$ cat config.mk
export PLATFORM = sky130hd
export DESIGN_NAME = uma_slot_arbiter_flat
export DESIGN_NICKNAME = d
export VERILOG_FILES = /design/src/rtl/uma_pkg.sv /design/src/rtl/uma_slot_arbiter_if.sv /design/src/rtl/uma_slot_timer.sv /design/src/rtl/uma_slot_arbiter.sv /design/src/flat_wrapper.sv
export SDC_FILE = /design/constraint.sdc
export NUM_CORES = 1
export LEC_CHECK = 0
export CAP_MARGIN = 15
export CELL_PAD_IN_SITES_DETAIL_PLACEMENT = 1
export CELL_PAD_IN_SITES_GLOBAL_PLACEMENT = 1
export CORE_MARGIN = 3
export CORE_UTILIZATION = 30
export DETAILED_ROUTE_END_ITERATION = 6
export PLACE_DENSITY_LB_ADDON = 0.1
export SETUP_SLACK_MARGIN = 0.3
export SYNTH_ARGS = -nofsm -noshare
export SYNTH_HDL_FRONTEND = slang
export SYNTH_HIERARCHICAL = 1
export SYNTH_SLANG_ARGS = --single-unit
export TNS_END_PERCENT = 1
$ cat constraint.sdc
create_clock -name clk -period 8.6 [get_ports clk]
set_input_delay 2.58 -clock clk [delete_from_list [all_inputs] [get_ports clk]]
set_output_delay 2.58 -clock clk [all_outputs]
set_load 0.02 [all_outputs]
$ cat src/rtl/uma_pkg.sv
// Shared types and helpers for the UMA slot arbiter: FSM states, arbitration
// modes and the round-robin pick function.
package uma_pkg;

  localparam int MAX_COUNT = 8;
  localparam int IDX_W     = 3;

  typedef enum logic [1:0] {
    IDLE,
    ISSUE,
    DONE
  } arb_state_t;

  typedef enum logic {
    MODE_TDM = 1'b0,
    MODE_RR  = 1'b1
  } arb_mode_t;

  typedef struct packed {
    logic             valid;
    logic [IDX_W-1:0] idx;
  } rr_pick_t;

  // Lowest asserted index at or above ptr, wrapping. Unused upper request bits
  // must be zero, so wrapping modulo MAX_COUNT matches wrapping modulo COUNT.
  function automatic rr_pick_t rr_pick(input logic [MAX_COUNT-1:0] req,
                                       input logic [IDX_W-1:0]     ptr);
    rr_pick_t         pick;
    logic [IDX_W-1:0] cand;
    pick = '0;
    for (int i = 0; i < MAX_COUNT; i++) begin
      cand = ptr + IDX_W'(i);
      if (!pick.valid && req[cand]) begin
        pick.valid = 1'b1;
        pick.idx   = cand;
      end
    end
    return pick;
  endfunction

endpackage

$ cat src/rtl/uma_slot_arbiter_if.sv
// Requester, bus-timing and primary RAM port bundle of the UMA slot arbiter.
// The arbiter takes the slave view; requesters and the SDRAM side take master.
interface uma_slot_arbiter_if #(
  parameter int COUNT = 2,
  parameter int AW    = 23,
  parameter int DW    = 16
);

  logic                clk_en;
  logic [COUNT*AW-1:0] base;
  logic [COUNT-1:0]    req;
  logic [COUNT-1:0]    we;
  logic [COUNT*AW-1:0] addr;
  logic [COUNT*DW-1:0] wdata;
  logic [COUNT-1:0]    ack;
  logic [DW-1:0]       rdata;
  logic [COUNT-1:0]    timing;
  logic [COUNT-1:0]    err;
  logic                p_req;
  logic                p_we;
  logic [AW-1:0]       p_addr;
  logic [DW-1:0]       p_wdata;
  logic                p_ack;
  logic [DW-1:0]       p_rdata;

  modport slave (
    input  clk_en, base, req, we, addr, wdata, p_ack, p_rdata,
    output ack, rdata, timing, err, p_req, p_we, p_addr, p_wdata
  );

  modport master (
    output clk_en, base, req, we, addr, wdata, p_ack, p_rdata,
    input  ack, rdata, timing, err, p_req, p_we, p_addr, p_wdata
  );

endinterface

$ cat src/rtl/uma_slot_timer.sv
// Slot counter locked to the bus clock enable; decodes the start of each
// channel's window into a registered one-cycle TIMING pulse.
module uma_slot_timer #(
  parameter int COUNT = 2,
  parameter int DIV   = 30
) (
  input  logic             clk,
  input  logic             rst,
  input  logic             clk_en_i,
  output logic [COUNT-1:0] timing_o
);

  localparam int CW = $clog2(DIV);
  localparam int W  = DIV / COUNT;

  logic [CW-1:0]    cnt_q, cnt_d;
  logic [COUNT-1:0] timing_q, timing_d;

  // NOTE: every always_comb output gets a default before any branch, so no latch can be inferred.
  always_comb begin
    cnt_d = cnt_q + CW'(1);
    if (clk_en_i || cnt_q == CW'(DIV - 1)) begin
      cnt_d = '0;
    end
    timing_d = '0;
    for (int k = 0; k < COUNT; k++) begin
      timing_d[k] = (cnt_d == CW'(k * W));
    end
  end

  // NOTE: sequential state uses non-blocking assignments so every register samples pre-edge values.
  always_ff @(posedge clk or posedge rst) begin
    if (rst) begin
      cnt_q    <= '0;
      timing_q <= '0;
    end else begin
      cnt_q    <= cnt_d;
      timing_q <= timing_d;
    end
  end

  assign timing_o = timing_q;

endmodule

$ cat src/rtl/uma_slot_arbiter.sv
// Arbitrates COUNT requesters onto one SDRAM-side port, by TDM slots or
// round-robin, with per-channel base relocation and a primary-side timeout.
module uma_slot_arbiter
  import uma_pkg::*;
#(
  parameter int        COUNT   = 2,
  parameter int        AW      = 23,
  parameter int        DW      = 16,
  parameter int        DIV     = 30,
  parameter arb_mode_t MODE    = MODE_TDM,
  parameter int        TIMEOUT = 64
) (
  input logic               clk,
  input logic               rst,
  uma_slot_arbiter_if.slave bus
);

  localparam int IW = (COUNT > 1) ? $clog2(COUNT) : 1;
  localparam int TW = $clog2(TIMEOUT);

  if (COUNT < 1 || COUNT > MAX_COUNT || DIV < 2 * COUNT || TIMEOUT < 4) begin : g_bad_params
    $fatal(1, "uma_slot_arbiter: need 1 <= COUNT <= 8, DIV >= 2*COUNT, TIMEOUT >= 4");
  end

  logic [COUNT-1:0] timing;

  uma_slot_timer #(
    .COUNT (COUNT),
    .DIV   (DIV)
  ) u_timer (
    .clk      (clk),
    .rst      (rst),
    .clk_en_i (bus.clk_en),
    .timing_o (timing)
  );

  arb_state_t       state_q;
  logic [IW-1:0]    grant_q;
  logic [IW-1:0]    ptr_q, ptr_d;
  logic [TW-1:0]    tmo_q;
  logic             p_req_q, p_we_q;
  logic [AW-1:0]    p_addr_q;
  logic [DW-1:0]    p_wdata_q, rdata_q;
  logic [COUNT-1:0] ack_q, err_q;

  rr_pick_t         pick;
  logic             gnt_vld;
  logic [IW-1:0]    gnt_idx;
  logic [AW-1:0]    sel_addr;
  logic [DW-1:0]    sel_wdata;

  always_comb begin
    gnt_vld = 1'b0;
    gnt_idx = '0;
    pick    = rr_pick(MAX_COUNT'(bus.req), IDX_W'(ptr_q));
    if (MODE == MODE_RR) begin
      gnt_vld = pick.valid;
      for (int k = 0; k < COUNT; k++) begin
        if (pick.idx == IDX_W'(k)) gnt_idx = IW'(k);
      end
    end else begin
      // Only one TIMING bit is ever high, so at most one channel matches.
      for (int k = 0; k < COUNT; k++) begin
        if (timing[k] && bus.req[k]) begin
          gnt_vld = 1'b1;
          gnt_idx = IW'(k);
        end
      end
    end
    ptr_d     = (gnt_idx == IW'(COUNT - 1)) ? '0 : gnt_idx + IW'(1);
    sel_addr  = bus.base[int'(gnt_idx)*AW +: AW] + bus.addr[int'(gnt_idx)*AW +: AW];
    sel_wdata = bus.wdata[int'(gnt_idx)*DW +: DW];
  end

  always_ff @(posedge clk or posedge rst) begin
    if (rst) begin
      state_q   <= IDLE;
      grant_q   <= '0;
      ptr_q     <= '0;
      tmo_q     <= '0;
      p_req_q   <= 1'b0;
      p_we_q    <= 1'b0;
      p_addr_q  <= '0;
      p_wdata_q <= '0;
      rdata_q   <= '0;
      ack_q     <= '0;
      err_q     <= '0;
    end else begin
      ack_q <= '0;
      err_q <= '0;
      unique case (state_q)
        IDLE: begin
          if (gnt_vld) begin
            state_q   <= ISSUE;
            grant_q   <= gnt_idx;
            tmo_q     <= '0;
            p_req_q   <= 1'b1;
            p_we_q    <= bus.we[gnt_idx];
            p_addr_q  <= sel_addr;
            p_wdata_q <= sel_wdata;
            if (MODE == MODE_RR) ptr_q <= ptr_d;
          end
        end
        ISSUE: begin
          // P_ACK is tested first so it wins over a same-cycle timeout.
          if (bus.p_ack) begin
            state_q <= DONE;
            p_req_q <= 1'b0;
            rdata_q <= bus.p_rdata;
            ack_q   <= COUNT'(1) << grant_q;
          end else if (tmo_q == TW'(TIMEOUT - 1)) begin
            state_q <= DONE;
            p_req_q <= 1'b0;
            err_q   <= COUNT'(1) << grant_q;
          end else begin
            tmo_q <= tmo_q + TW'(1);
          end
        end
        DONE:    state_q <= IDLE;
        default: state_q <= IDLE;
      endcase
    end
  end

  assign bus.timing  = timing;
  assign bus.p_req   = p_req_q;
  assign bus.p_we    = p_we_q;
  assign bus.p_addr  = p_addr_q;
  assign bus.p_wdata = p_wdata_q;
  assign bus.rdata   = rdata_q;
  assign bus.ack     = ack_q;
  assign bus.err     = err_q;

endmodule

$ cat src/flat_wrapper.sv
// flat-port wrapper written by rule: the top's interface ports become plain ports
module uma_slot_arbiter_flat import uma_pkg::*;
#(
  parameter int        COUNT   = 2,
  parameter int        AW      = 23,
  parameter int        DW      = 16,
  parameter int        DIV     = 30,
  parameter arb_mode_t MODE    = MODE_TDM,
  parameter int        TIMEOUT = 64
)
  (clk, rst, bus_clk_en, bus_base, bus_req, bus_we, bus_addr, bus_wdata, bus_p_ack, bus_p_rdata, bus_ack, bus_rdata, bus_timing, bus_err, bus_p_req, bus_p_we, bus_p_addr, bus_p_wdata);
  uma_slot_arbiter_if #(.COUNT(COUNT), .AW(AW), .DW(DW)) bus_i ();
  input logic clk;
  input logic rst;
  input wire logic [$bits(bus_i.clk_en)-1:0] bus_clk_en;
  input wire logic [$bits(bus_i.base)-1:0] bus_base;
  input wire logic [$bits(bus_i.req)-1:0] bus_req;
  input wire logic [$bits(bus_i.we)-1:0] bus_we;
  input wire logic [$bits(bus_i.addr)-1:0] bus_addr;
  input wire logic [$bits(bus_i.wdata)-1:0] bus_wdata;
  input wire logic [$bits(bus_i.p_ack)-1:0] bus_p_ack;
  input wire logic [$bits(bus_i.p_rdata)-1:0] bus_p_rdata;
  output wire logic [$bits(bus_i.ack)-1:0] bus_ack;
  output wire logic [$bits(bus_i.rdata)-1:0] bus_rdata;
  output wire logic [$bits(bus_i.timing)-1:0] bus_timing;
  output wire logic [$bits(bus_i.err)-1:0] bus_err;
  output wire logic [$bits(bus_i.p_req)-1:0] bus_p_req;
  output wire logic [$bits(bus_i.p_we)-1:0] bus_p_we;
  output wire logic [$bits(bus_i.p_addr)-1:0] bus_p_addr;
  output wire logic [$bits(bus_i.p_wdata)-1:0] bus_p_wdata;
  assign bus_i.clk_en = bus_clk_en;
  assign bus_i.base = bus_base;
  assign bus_i.req = bus_req;
  assign bus_i.we = bus_we;
  assign bus_i.addr = bus_addr;
  assign bus_i.wdata = bus_wdata;
  assign bus_i.p_ack = bus_p_ack;
  assign bus_i.p_rdata = bus_p_rdata;
  assign bus_ack = bus_i.ack;
  assign bus_rdata = bus_i.rdata;
  assign bus_timing = bus_i.timing;
  assign bus_err = bus_i.err;
  assign bus_p_req = bus_i.p_req;
  assign bus_p_we = bus_i.p_we;
  assign bus_p_addr = bus_i.p_addr;
  assign bus_p_wdata = bus_i.p_wdata;
  uma_slot_arbiter #(.COUNT(COUNT), .AW(AW), .DW(DW), .DIV(DIV), .MODE(MODE), .TIMEOUT(TIMEOUT)) u_core (.clk(clk), .rst(rst), .bus(bus_i));
endmodule
==> run summary <==
Outcome = complete, no violations
Max_cap viols = 0
Slew HR = 36.93%
Util after Layout = 48.03%
Number of port buffers = 210
Worst-path clk slew = 60 ps
Placed inst area = 7034 um^2
Antenna violations before repair = 0
Cell Rows = 45
Tightest Pin Transition = 944.4 ps
EDFF count, synth = 0
1st-pass router iterations = 4
Vias in the first global route = 4623
Most common cell in the netlist = dfrtp_1
Leak = 3.224 nW
First-pass GRT wire length = 24.20 mm
N_diodes = 0
Root Driver = clkbuf_16
Fill count = 1742
Final Hold Fails = 0
Htree depth = 3
Fin crit share = 66.72%
Post-synth top area cell = dfrtp_1
Mapped Cells = 477
WL per Instance = 16.87 um
CTS hold repair buffers = 0
Initial drt markers = 122
Deepest clock path buffer count = 2
WHS = 480.8 ps
P&R area growth vs syn = 55.61%
Final setup viols = 0
Gr usage total = 17.28%
Dominant cells by area after synthesis = dfrtp_1 41%, mux2_2 14%, ha_1 6.6%
Sequential area share after synthesis = 40.91%
Crit start category = input pin
Clk sinks = 77
Placer congestion estimate = 0.8428
Finished Cell Area = 7328 um^2
Reg area = 1927 um^2
TritonCTS Buffers = 9
Layout Nets = 855
Synth top area share = 40.91%
Die ar. = 17240 um^2
Crit Path Class = in2reg
Top_reg_cell synth = dfrtp_1
Die Wd = 131.3 um
Tmin final = 5738 ps
Synth Warn # = 6
Hold Path Class = reg2reg
Crit. End Element = register
Fmax = 0.1743 GHz
Worst-Skew Late Latency = 340 ps
Post-CTS Setup Bufs = 0
Post-CTS sizing = 0
Power per standard cell area = 224.0 nW/um^2
DRC viols = 0
Antenna Violating Nets Remaining = 0
Largest net degree at the start of global routing = 62
Total gr overflow = 0
Count of pins over their slew limit = 0
Core ar. = 15260 um^2
Mean Syn Cell Area = 9.873 um^2
CTS tree = yes
Synth top cells by count = 77 x dfrtp_1, 68 x nand2_1, 60 x mux2_2, 36 x o21ai_0, 27 x nor2_1
Mapped Area = 4710 um^2
Synth async-reset ratio = 100.0%
Ratio of cells with drive above 1 in the final layout = 12.97%
DP HPWL = 12.10 mm
Die Ht = 131.3 um
Worst IR Drop VDD = 0.1085 mV
Worst endpoint data arrival time = 5950 ps
Setup TNS = 0 ps
Syn Nets = 651
Required @ worst endpoint = 8810 ps
Skew final = 7.522 ps
Initial Util = 30.87%
Number of synthesized register bits = 77
Worst-path maximum fanout = 32
Vias after detailed routing = 4330
Post-synth cell types = 50
# IOs = 211
Area of the multi-input gates = 2689 um^2
Via density = 4.827
RSZ-0062 raised after global routing = false
Total Wirelength = 15.13 mm
[cells by family after synthesis]
group / share of synthesized area [%]
adders and majority gates: 7.067
buffers and inverters: 2.285
DFF: 40.91
and+or+nand+nor: 12.78
xor gates and xnor gates: 5.021
muxes: 18.17
AOI/OAI and AO/OA: 13.76
[worst paths after layout]
check,start,end,slack [ps],depth (start not counted)
hold reg to reg,u_core/bus.p_wdata[2],u_core/bus.p_wdata[2],480,2
max in group asynchronous,rst,u_core/bus.p_addr[6],5030,3
setup reg to reg,u_core/u_timer/timing_o[1],u_core/bus.p_addr[19],5140,10
setup / recovery,bus_req[1],u_core/bus.p_addr[19],2860,11
min in group asynchronous,rst,u_core/bus.p_wdata[12],2490,2
hold / removal,u_core/bus.p_wdata[2],u_core/bus.p_wdata[2],480,2
[layer usage]
layer  vias up  track usage [%]  part of all wire [%]
met4         0            6.418                   2.0
met2       157            28.66                    46
met3        18            5.092                   7.4
met1      2050            21.33                    44
met5         -                0                     0
li1       2105                -                     -
[critical path, stage by stage]
cell             delay [ps]
clkdlybuf4s50_1         450
nand2_4                 330
mux2_2                  400
ha_1                    370
a21o_1                  210
a31oi_1                 200
a21oi_1                 190
nor4_1                  680
o31ai_1                 190
xnor2_1                 240
o21ai_1                  90
[placed cells by master (no fill, tap or decap), types with 2 or more instances in the layout]
cell type          n
nor2b_1            5
a31oi_1            3
xnor2_1           13
inv_1              7
clkbuf_16          9
mux2_2            60
nand2_1           67
nor3_1             3
and2_1             2
mux2i_1           18
a21oi_1           23
and3_1             6
clkdlybuf4s50_1  210
clkbuf_8           2
buf_4              3
nor2_1            27
a21o_1             6
nand2b_1           2
a21boi_0           2
o21a_1             3
nand4_1            7
o31ai_1            4
o211ai_1           2
inv_6              2
nand3_1            6
o21ai_1           14
ha_1              25
clkinvlp_4         2
o21ai_0           36
xor2_1            14
dfrtp_1           77
[registers in the layout, summed over array words and instances (netlist names)]
| name | cells |
|---|---|
| u_core/u_timer/cnt_q | 5 |
| u_core/bus.p_wdata | 16 |
| u_core/bus.ack | 2 |
| u_core/bus.p_req | 1 |
| u_core/bus.err | 2 |
| u_core/bus.p_we | 1 |
| u_core/tmo_q | 6 |
| u_core/u_timer/timing_o | 2 |
| u_core/grant_q | 1 |
| u_core/state_q | 2 |
| u_core/bus.p_addr | 23 |
| u_core/bus.rdata | 16 |
[through the flow]
step / total power [mW] / setup slack, ps / std cells
after detailed placement: 1.287 / 2493 / 881
after CTS: 1.672 / 2852 / 897
after global placement: 1.268 / 2545 / 881
after global routing: 1.741 / 2597 / 897
final: 1.642 / 2862 / 897
after floorplan: 0.8976 / 3135 / 477
[report_power, final]
group / internal, mW / leakage [nW] / switching (mW)
Combinational: 0.359 / 2.12 / 0.357
Clock: 0.214 / 0.139 / 0.158
Sequential: 0.483 / 0.963 / 0.0705
[final cells by class]
cell class / instances / share of cell area [%]
Timing Repair Buffer: 213 / 28.99
Tap cell: 211 / 3.603
Multi-Input combinational cell: 372 / 36.69
Inverter: 8 / 0.4098
Clock buffer: 11 / 3.449
Clock inverter: 5 / 0.5634
Sequential cell: 77 / 26.29
Power figures use the tool's default switching activity.
==> RTL edit: new RTL, config.mk and constraints unchanged <==
Re-encode `arb_state_t` (3 states) as one-hot, 3 bits wide.
--- a/src/rtl/uma_pkg.sv
+++ b/src/rtl/uma_pkg.sv
@@ -7,6 +7,6 @@
 
-  typedef enum logic [1:0] {
-    IDLE,
-    ISSUE,
-    DONE
+  typedef enum logic [2:0] {
+    IDLE  = 3'b001,
+    ISSUE = 3'b010,
+    DONE  = 3'b100
   } arb_state_t;
Function: no difference found for any inputs over 10 cycles, from zero or initial values and one cycle with rst high; not proved beyond that.
==> RTL edit against the original RTL <==
Sequential cell count up 1. Cell area up 4.1%. Worst setup slack worse by 0.11 ns. Power up 9.0%. Synthesized cell count up 6.5%. Fmax down 2.0%. Wire length up 3.8%. Area after synthesis up 6.6%. Sequential power up 4.2%. Critical path type unchanged.
==> RTL edit: results (changes against the original RTL) <==
grt_max_degree: 87  # +40%
post_route_cells_drive_above_1_share: 0.134  # +0.00425
mappedNetlistNets: 682  # +4.8%
worst_path_largest_cell_delay_ns: 0.47  # -0.21 ns
synth_top_area_share: 0.384  # -0.0252
synthDistinctLibCells: 64  # +28%
timing_worst_slew_pin_value_ns: 0.906  # -0.0384 ns
first_iter_violations: 155  # +27%
fill_cells: 1800  # +3.3%
achievable_clock_frequency_mhz: 171  # -2.0%
first_global_vias: 5102  # +10%
place.detailed.hpwl_mm: 12.4  # +2.1%
synth.yosys.seq_area_share: 0.389  # -0.0200
critical_path.endpoint: "u_core/bus.p_addr[22]$_DFFE_PP0P_"
gp_routability_congestion: 0.860  # +2.0%
first_pass_grt_wire_length_mm: 25.1  # +3.7%
worstSkewPairLatency_ns: 0.33
route.final.wire_length_mm: 15.7  # +3.8%
min_from: "u_core/bus.p_wdata[3]$_DFFE_PP0P_"
worst_setup_path_startpoint: "bus_req[1]"
cellInternalPower_mw: 1.16  # +9.7%
largest_register_ffs: 23  # unchanged
htreeDepth: 3  # unchanged
critical_path.top_delay_family: "compound AO/OA/AOI/OAI gates"
reg2reg_setup_slack_ns: 5.04  # -0.10 ns
dpl-instance-area_um2: 7290  # +3.7%
final_cells: 925  # +3.1%
nNetsFinal: 878  # +2.7%
max_clock_skew_ns: 0.00757  # +0.0000512 ns
list_of_most_frequent_post_synthesis_cells: "77 x dfrtp_1, 61 x mux2_2, 56 x nand2_1"
numPortBuffers: 210  # unchanged
routed_via_density: 4.98  # +3.1%
cts_setup_buffers: 0  # unchanged
hold-path-endpoint: "u_core/bus.p_wdata[3]$_DFFE_PP0P_"
run_status: "complete, no violations"
critical_path_slowest_stage_cell: "buf_4"
synth.avg_cell_area_um2: 9.88  # about the same
vdd_ir_drop_max_uv: 96.2  # -11%
cellLeakagePower_nw: 3.32  # +2.9%
synth.top_cells.by_area: "dfrtp_1 38%, mux2_2 14%, ha_1 6.2%"
dpl.cell_count: 909  # +3.2%
pre_cts_slack_ns: 2.39  # -0.0983 ns
grt_util_all_layers: 0.169  # -0.00421
critPathMaxFanout: 43  # +34%
cp.arrival_ns: 6.12  # +0.17 ns
-- RTL edit: cell count changes in the layout (fill, tap and decap cells not counted), moves of 4 or more --
cell     before  now
o21ai_1      14    3
nand2_1      67   55
nor2_1       27   20
xnor2_1      13    6
inv_1         7   12
nand3_1       6   16
or3_1         0    4
o21ai_0      36   44
-- RTL edit: final cells by class --
type,count,area (um2),area share
sequential,78,1950,0.256
clock inverter,6,93.8,0.0123
inverter,13,48.8,0.00640
multi-input combinational,390,2900,0.381
tap,216,270,0.0354
timing repair buffer,212,2120,0.278
clock buffer,10,239,0.0313
-- RTL edit: through the flow --
stage	hold WS (ns)	power [mW]
final	0.479	1.79
after CTS	0.483	1.82
after global routing	0.518	1.90
after floorplan	0.446	0.968
after detailed placement	0.470	1.39
after global placement	0.461	1.37
-- RTL edit: routing by layer --
| layer | wire (um) | vias to the layer above | GRT usage |
|---|---|---|---|
| met5 | 0 | - | 0 |
| met4 | 150 | 0 | 0.0510 |
| met3 | 807 | 11 | 0.0279 |
| met2 | 7990 | 131 | 0.303 |
| met1 | 6760 | 2218 | 0.207 |
| li1 | - | 2244 | - |
-- RTL edit: cell families after synthesis --
group,Yosys count,synth area share
multiplexers,82,0.179
AND/OR/NAND/NOR,142,0.143
flip-flops,78,0.389
adder cells (fa/ha/maj),26,0.0663
buffers and inverters,40,0.0344
XOR/XNOR,18,0.0314
AO/OA/AOI/OAI,122,0.157
-- RTL edit: power by group through the flow --
stage	Clock [mW]	Sequential, mW	Combinational (mW)
2_1_floorplan	0	0.734	0.234
3_3_place_gp	0	0.578	0.792
3_5_place_dp	0	0.585	0.804
4_1_cts	0.434	0.580	0.807
5_1_grt	0.447	0.598	0.854
6_report	0.419	0.577	0.793
